File: src/rtl/time_disp_scan.sv
// HH.MM.SS scan driver for a 6-digit multiplexed 7-segment display.
// Binary fields are snapshotted, converted to BCD by shift-add-3, then committed in one step to the scan buffer.
module time_disp_scan #(
  parameter int DIGIT_HOLD    = 1,
  parameter bit BLANK_LEAD_HR = 1'b1
) (
  input  logic       kh_clk,
  input  logic       reset,
  input  logic [4:0] hr,
  input  logic [5:0] min,
  input  logic [5:0] sec,
  output logic [5:0] an,
  output logic [6:0] seg,
  output logic       dp,
  output logic       upd
);

  // state    | meaning
  // C_IDLE   | waiting for the start of a scan frame
  // C_LOAD   | snapshot hr/min/sec, preload hour field
  // C_SHIFT  | 6 shift-add-3 steps per field, three fields back to back
  // C_COMMIT | shadow digits -> display buffer, pulse upd
  typedef enum logic [1:0] {C_IDLE, C_LOAD, C_SHIFT, C_COMMIT} cstate_t;

  localparam int HW = (DIGIT_HOLD > 1) ? $clog2(DIGIT_HOLD) : 1;
  localparam logic [3:0] DASH = 4'hA;

  cstate_t     state_q, state_d;
  logic [HW-1:0] hold_q;
  logic [2:0]  idx_q;
  logic [1:0]  field_q;
  logic [2:0]  bit_q;
  logic [12:0] sh_q;
  logic [5:0]  min_s_q, sec_s_q;
  logic [2:0]  oor_q;
  logic [3:0]  shad_q [6];
  logic [3:0]  disp_q [6];
  logic [5:0]  an_q;
  logic [6:0]  seg_q;
  logic        dp_q, upd_q;

  logic        start;
  logic [3:0]  units_a;
  logic [12:0] sh_next;
  logic [5:0]  next_bin;
  logic [3:0]  dig;

  assign an  = an_q;
  assign seg = seg_q;
  assign dp  = dp_q;
  assign upd = upd_q;

  assign start = (idx_q == 3'd0) && (hold_q == '0) && (state_q == C_IDLE);

  // Tens never exceeds 3 before a shift for 6-bit inputs, so only units need the +3 correction.
  assign units_a  = (sh_q[9:6] >= 4'd5) ? sh_q[9:6] + 4'd3 : sh_q[9:6];
  assign sh_next  = {sh_q[11:10], units_a, sh_q[5:0], 1'b0};
  assign next_bin = (field_q == 2'd0) ? min_s_q : sec_s_q;
  assign dig      = disp_q[idx_q];

  function automatic logic [6:0] seg_code(input logic [3:0] d);
    case (d)
      4'd0:    seg_code = 7'b1000000;
      4'd1:    seg_code = 7'b1111001;
      4'd2:    seg_code = 7'b0100100;
      4'd3:    seg_code = 7'b0110000;
      4'd4:    seg_code = 7'b0011001;
      4'd5:    seg_code = 7'b0010010;
      4'd6:    seg_code = 7'b0000010;
      4'd7:    seg_code = 7'b1111000;
      4'd8:    seg_code = 7'b0000000;
      4'd9:    seg_code = 7'b0010000;
      DASH:    seg_code = 7'b0111111;
      default: seg_code = 7'b1111111;
    endcase
  endfunction

  always_ff @(posedge kh_clk) begin
    if (reset) state_q <= C_IDLE;
    else       state_q <= state_d;
  end

  always_comb begin
    state_d = state_q;
    case (state_q)
      C_IDLE:   if (start) state_d = C_LOAD;
      C_LOAD:   state_d = C_SHIFT;
      C_SHIFT:  if (bit_q == 3'd5 && field_q == 2'd2) state_d = C_COMMIT;
      C_COMMIT: state_d = C_IDLE;
      default:  state_d = C_IDLE;
    endcase
  end

  always_ff @(posedge kh_clk) begin
    if (reset) begin
      an_q    <= 6'b111111;
      seg_q   <= 7'h7F;
      dp_q    <= 1'b1;
      upd_q   <= 1'b0;
      idx_q   <= 3'd0;
      hold_q  <= '0;
      field_q <= 2'd0;
      bit_q   <= 3'd0;
      sh_q    <= '0;
      min_s_q <= '0;
      sec_s_q <= '0;
      oor_q   <= '0;
      for (int i = 0; i < 6; i++) begin
        disp_q[i] <= '0;
        shad_q[i] <= '0;
      end
    end else begin
      an_q  <= ~(6'b100000 >> idx_q);
      dp_q  <= ~((idx_q == 3'd1) || (idx_q == 3'd3));
      if (BLANK_LEAD_HR && idx_q == 3'd0 && dig == 4'd0) seg_q <= 7'b1111111;
      else                                               seg_q <= seg_code(dig);
      upd_q <= (state_q == C_COMMIT);

      if (hold_q == HW'(DIGIT_HOLD - 1)) begin
        hold_q <= '0;
        idx_q  <= (idx_q == 3'd5) ? 3'd0 : idx_q + 3'd1;
      end else begin
        hold_q <= hold_q + 1'b1;
      end

      case (state_q)
        C_LOAD: begin
          sh_q    <= {7'd0, 1'b0, hr};
          min_s_q <= min;
          sec_s_q <= sec;
          oor_q   <= {sec > 6'd59, min > 6'd59, hr > 5'd23};
          field_q <= 2'd0;
          bit_q   <= 3'd0;
        end
        C_SHIFT: begin
          if (bit_q == 3'd5) begin
            shad_q[{field_q, 1'b0}] <= oor_q[field_q] ? DASH : {1'b0, sh_next[12:10]};
            shad_q[{field_q, 1'b1}] <= oor_q[field_q] ? DASH : sh_next[9:6];
            sh_q    <= {7'd0, next_bin};
            field_q <= field_q + 2'd1;
            bit_q   <= 3'd0;
          end else begin
            sh_q  <= sh_next;
            bit_q <= bit_q + 3'd1;
          end
        end
        C_COMMIT: begin
          for (int i = 0; i < 6; i++) disp_q[i] <= shad_q[i];
        end
        default: ;
      endcase
    end
  end

endmodule

File: config.mk
export PLATFORM = sky130hd
export DESIGN_NAME = time_disp_scan
export DESIGN_NICKNAME = d
export VERILOG_FILES = /design/src/rtl/time_disp_scan.sv
export SDC_FILE = /design/constraint.sdc
export NUM_CORES = 1
export LEC_CHECK = 0
export ABC_AREA = 1
export CAP_MARGIN = 20
export CORE_MARGIN = 1
export CORE_UTILIZATION = 58
export DETAILED_ROUTE_END_ITERATION = 10
export PLACE_DENSITY = 0.78
export REMOVE_ABC_BUFFERS = 1
export SLEW_MARGIN = 10
export SYNTH_ARGS = -nofsm -noshare
export SYNTH_HDL_FRONTEND = slang
export SYNTH_SLANG_ARGS = --single-unit
export TNS_END_PERCENT = 5
File: constraint.sdc
create_clock -name kh_clk -period 2.5 [get_ports kh_clk]
set_clock_uncertainty 0.15 [all_clocks]
set_input_delay 0.625 -clock kh_clk [delete_from_list [all_inputs] [get_ports kh_clk]]
set_output_delay 0.625 -clock kh_clk [all_outputs]
set_load 0.05 [all_outputs]
Word level (Yosys, flattened, before mapping)
Memory sizes are Yosys's and may differ from the RTL's. A register that Yosys moved wholly into a read port is not among the register bits.
Index checks and enable logic that the tools add are counted.

operators by class
  shift operators = 1
  add/sub/neg operators = 5
  equal/unequal tests = 11
  reductions and logical operators = 16
  order comparisons = 5
  mux-type cells = 39
  bitwise logic cells = 9

operators with widths
  kind                 number
  $mux 4               11
  $pmux 12 s2          1
  $mux 3               6
  $gt 6x6->1 const B   2
  $mux 1               12
  $mux 12              1
  $pmux 2 s4           1
  $reduce_or 4->1      2
  $add 3x1->3 const B  2
  $eq 2x2->1 const B   3
  $eq 3x3->1 const B   2
  $mux 2               3
  $mux 6               1
  $ne 2x2->1 const B   3
  $not 6->6            1
  $or 1x1->1           6
  $pmux 3 s2           1
  $shr 6x3->6 const A  1
  $gt 5x5->1 const B   1
  $add 4x2->4 const B  1
  $ge 4x3->1 const B   1
  $logic_and 1x1->1    4
  $logic_not 2->1      2
  $logic_not 4->1      1
  14 further kinds     17

storage, ports and cells
  bits in writable memories = 48
  ROM bits = 112
  register bits after elaboration = 46
  word-level logic and storage cells = 101
  memories = 3

memory list
  name             depth  width  rd ports  clocked after Yosys merged registers in  write ports  line  text
  (no name shown)  16     7      1         1                                        0            62    case (d)
  disp_q           6      4      1         1                                        6            37    logic [3:0] disp_q [6];
  shad_q           6      4      6         0                                        6            36    logic [3:0] shad_q [6];

Longest topological paths before layout
  depth in word-level cells = 7
  gate-level depth with buffers = 15

Least setup slack after synthesis
No wires, ideal clock.

  path type = input-to-reg
  from = input port reset
  to = memory disp_q[0][0], enable pin
  path buffers = 1
  arrival time = 1557 ps
  setup slack = 412 ps
  required time = 1969 ps
  cell stages on the path = 3
  path through = clkinv_1 clkbuf_1 nand2_1

RTL lines
  what         line  text
  from (decl)  8     input logic reset,
  to (decl)    37

Final worst setup path
  from = register seg_q[3] (netlist: seg[3])
  to = output port seg[3]

RTL lines
  what         line  text
  from (decl)  39    logic [6:0] seg_q;
  to (decl)    13    output logic [6:0] seg,

No word-level cell between the ends.

==> qor.yml <==
power_and_ir_drop:
  total_power_mw: 4.31
  irDropWorstVdd_mv: 0.478
  p_leak_nw: 2.18
  power_density_nw_per_um2: 816
critical_path:
  cp_data_required_time_ps: 1730
  cp_slowest_stage_delay_ps: 800
  startpoint_type: "register"
  cp.depth: 1
  path_buf_inv: 1
  worst-setup-path-type: "register to output port"
  slowest_stage: "clkdlybuf4s50_1"
  regToRegStartpoint: "state_q[0]"
  startpoint: "seg[3]"
  worst-path-max-fanout: 1
  critPathArrivalTime_ps: 1490
  crit_chain: "clkdlybuf4s50_1"
  cp-end-kind: "output port"
  crit_family: "buffers and inverters"
  r2r_cells: 8
floorplanning:
  core_um2: 7690
  ios: 34
  fp.dieW_um: 90.9
  core.rowCount: 32
  dieHeight_um: 90.9
  die_area_um2: 8260
  start_util_pct: 59.6
drt:
  drt_wl_total_mm: 8.08
  dr.pass1.iters: 6
  dr.first_iter.drc_count: 203
  drc: 0
  drt-vias-per-instance: 5.04
  routedWlPerCell_um: 12.2
  antenna_left: 0
  route.vias.total: 3348
timing:
  slew_viol_final: 0
  fin_crit_sh_pct: 90.7
  timing.hold.ws_ps: 311
  relSlewSlack_pct: 66.7
  fmax_mhz: 441
  finalSetupViolCount: 0
  rsz0062_at_grt: "false"
  fin_setup_tns_ps: 0
  min_period_ps: 2270
  finalHoldViolCount: 0
  worst_pin_slew_ps: 498
synth:
  seq_area_frac_synth_pct: 55.9
  netlist_area_um2: 4580
  synth-main-ff-cell: "dfxtp_1"
  yosys.area.top_type_share_pct: 31.4
  yosysTopAreaCell: "edfxtp_1"
  ys_types: 36
  synth_area_per_cell_um2: 8.83
  synth_seq_cells: 104
  synthTopCellsByArea: "edfxtp_1, dfxtp_1, nand2_1, nor2_1, inv_1"
  synthArstFlopShare_pct: 0
  ys_warn_count: 0
  syn_inst: 519
  synth_edf_count: 48
placed_design:
  io_buffers: 33
  dp_hpwl_mm: 5.97
  gp_congestion: 0.865
  dpl_cell_area_um2: 5070
  placed_cells_incl_taps: 648
final_layout:
  stdcell_count: 664
  final_nets: 592
  drive_gt1_share_pct: 9.43
  syn_to_final_growth_pct: 15.4
  num-fill-cells: 602
  final_area_um2: 5290
  insertedDiodeCount: 0
global_routing:
  antenna_found_initial: 0
  grt_pass1_wl_mm: 13.4
  grt_max_degree: 25
  grt_pass1_vias: 3082
  gr-total-overflow: 0
  grt_use_total_pct: 20.3
clock_network:
  ctsRootBufferMaster: "clkbuf_8"
  clock_latency_ps: 360
  cts_tree: "built"
  clk_pin_slew_worst_paths_ps: 100
  post_cts_buffers: 0
  htree_levels: 3
  hold_buffers: 0
  cts_buffers: 9
  post_cts_resized: 0
  clockBufferDepth: 2
  cts_sinks: 104
worst_hold_path:
  hold_depth: 2
  min_path_type: "register to register"
  worstHoldStart: "sec_s_q[5]"
run:
  maxCapViolCount: 0
outcome:
  outcome: "finished, final reports clean"
==> cells in the final DEF, fill, tap and decap left out, types with 3 or more instances in the layout <==
| cell | Yosys | final |
|---|---|---|
| a21oi_1 | 35 | 35 |
| buf_12 | 0 | 3 |
| buf_4 | 1 | 6 |
| clkbuf_8 | 0 | 10 |
| clkdlybuf4s50_1 | 0 | 33 |
| dfxtp_1 | 56 | 56 |
| edfxtp_1 | 48 | 48 |
| ha_1 | 16 | 16 |
| inv_1 | 63 | 63 |
| inv_2 | 7 | 7 |
| nand2_1 | 90 | 90 |
| nand2_2 | 11 | 11 |
| nand3_1 | 23 | 23 |
| nand4_1 | 5 | 5 |
| nor2_1 | 77 | 77 |
| nor3_1 | 3 | 3 |
| o21ai_0 | 43 | 43 |
| o21ai_1 | 3 | 3 |
==> sequential cells by signal, summed over array words and instances, names as in the netlist, named ones only <==
register,flops
idx_q,3
sec_s_q,6
oor_q,3
state_q,2
shad_q,24
seg,7
an,6
min_s_q,6
disp_q,24
sh_q,12
hold_q,1
dp,1
upd,1
field_q,2
bit_q,3
==> final cells by class <==
class                           instances  area [um^2]  share of cell area (%)
Sequential cell                       104         2560                    48.4
Tap cell                              102          128                    2.41
Clock buffer                           10          138                    2.60
Clock inverter                          6         78.8                    1.49
Inverter                               72          284                    5.37
Timing Repair Buffer                   42          435                    8.23
Multi-Input combinational cell        328         1660                    31.5
==> layer usage <==
layer | up-vias | part of all wire, % | GRT usage, %
met5 | - | 0 | 0
met4 | 0 | 1.2 | 8.86
met3 | 10 | 3.2 | 3.37
met2 | 74 | 52 | 35.9
met1 | 1519 | 44 | 24.4
li1 | 1745 | - | -
==> power by group <==
| part | leakage, nW | total, mW | switching [mW] | internal, mW |
|---|---|---|---|---|
| Sequential | 0.957 | 2.10 | 0.0931 | 2.01 |
| Combinational | 1.11 | 1.11 | 0.739 | 0.371 |
| Clock | 0.112 | 1.10 | 0.556 | 0.546 |
| Total | 2.18 | 4.31 | 1.39 | 2.93 |
==> final timing paths <==
check                                    end  slack, ps
worst max-delay path                  seg[3]        230
worst min register to register    sec_s_q[5]        310
worst max register to register  shad_q[0][0]        410
worst min-delay path              sec_s_q[5]        310
==> per-stage QoR <==
step                      utilization (%)  worst slack (ps)
after CTS                            68.8               221
final                                68.8               233
after global routing                 68.8               189
after global placement               66.0               193
after floorplan                         -               135
after detailed placement             66.0               135
==> cell usage after synthesis (2+ instances only) <==
library cell,count
a21oi_1,35
buf_2,4
clkbuf_1,9
dfxtp_1,56
edfxtp_1,48
ha_1,16
inv_1,63
inv_2,7
nand2_1,90
nand2_2,11
nand2_4,2
nand3_1,23
nand3_2,2
nand3b_1,2
nand4_1,5
nor2_1,77
nor3_1,3
o211ai_1,2
o21a_1,2
o21ai_0,43
o21ai_1,3
xor2_1,2
==> kinds of logic after synthesis <==
logic type               share of synthesized area, %
AO/OA/AOI/OAI                                    10.0
XOR/XNOR                                        0.382
adder cells (fa/ha/maj)                          4.37
buffers and inverters                            7.78
flip-flops                                       55.9
other                                          0.0818
AND/OR/NAND/NOR                                  21.4
Note: power is estimated with default switching activity, not from simulation.
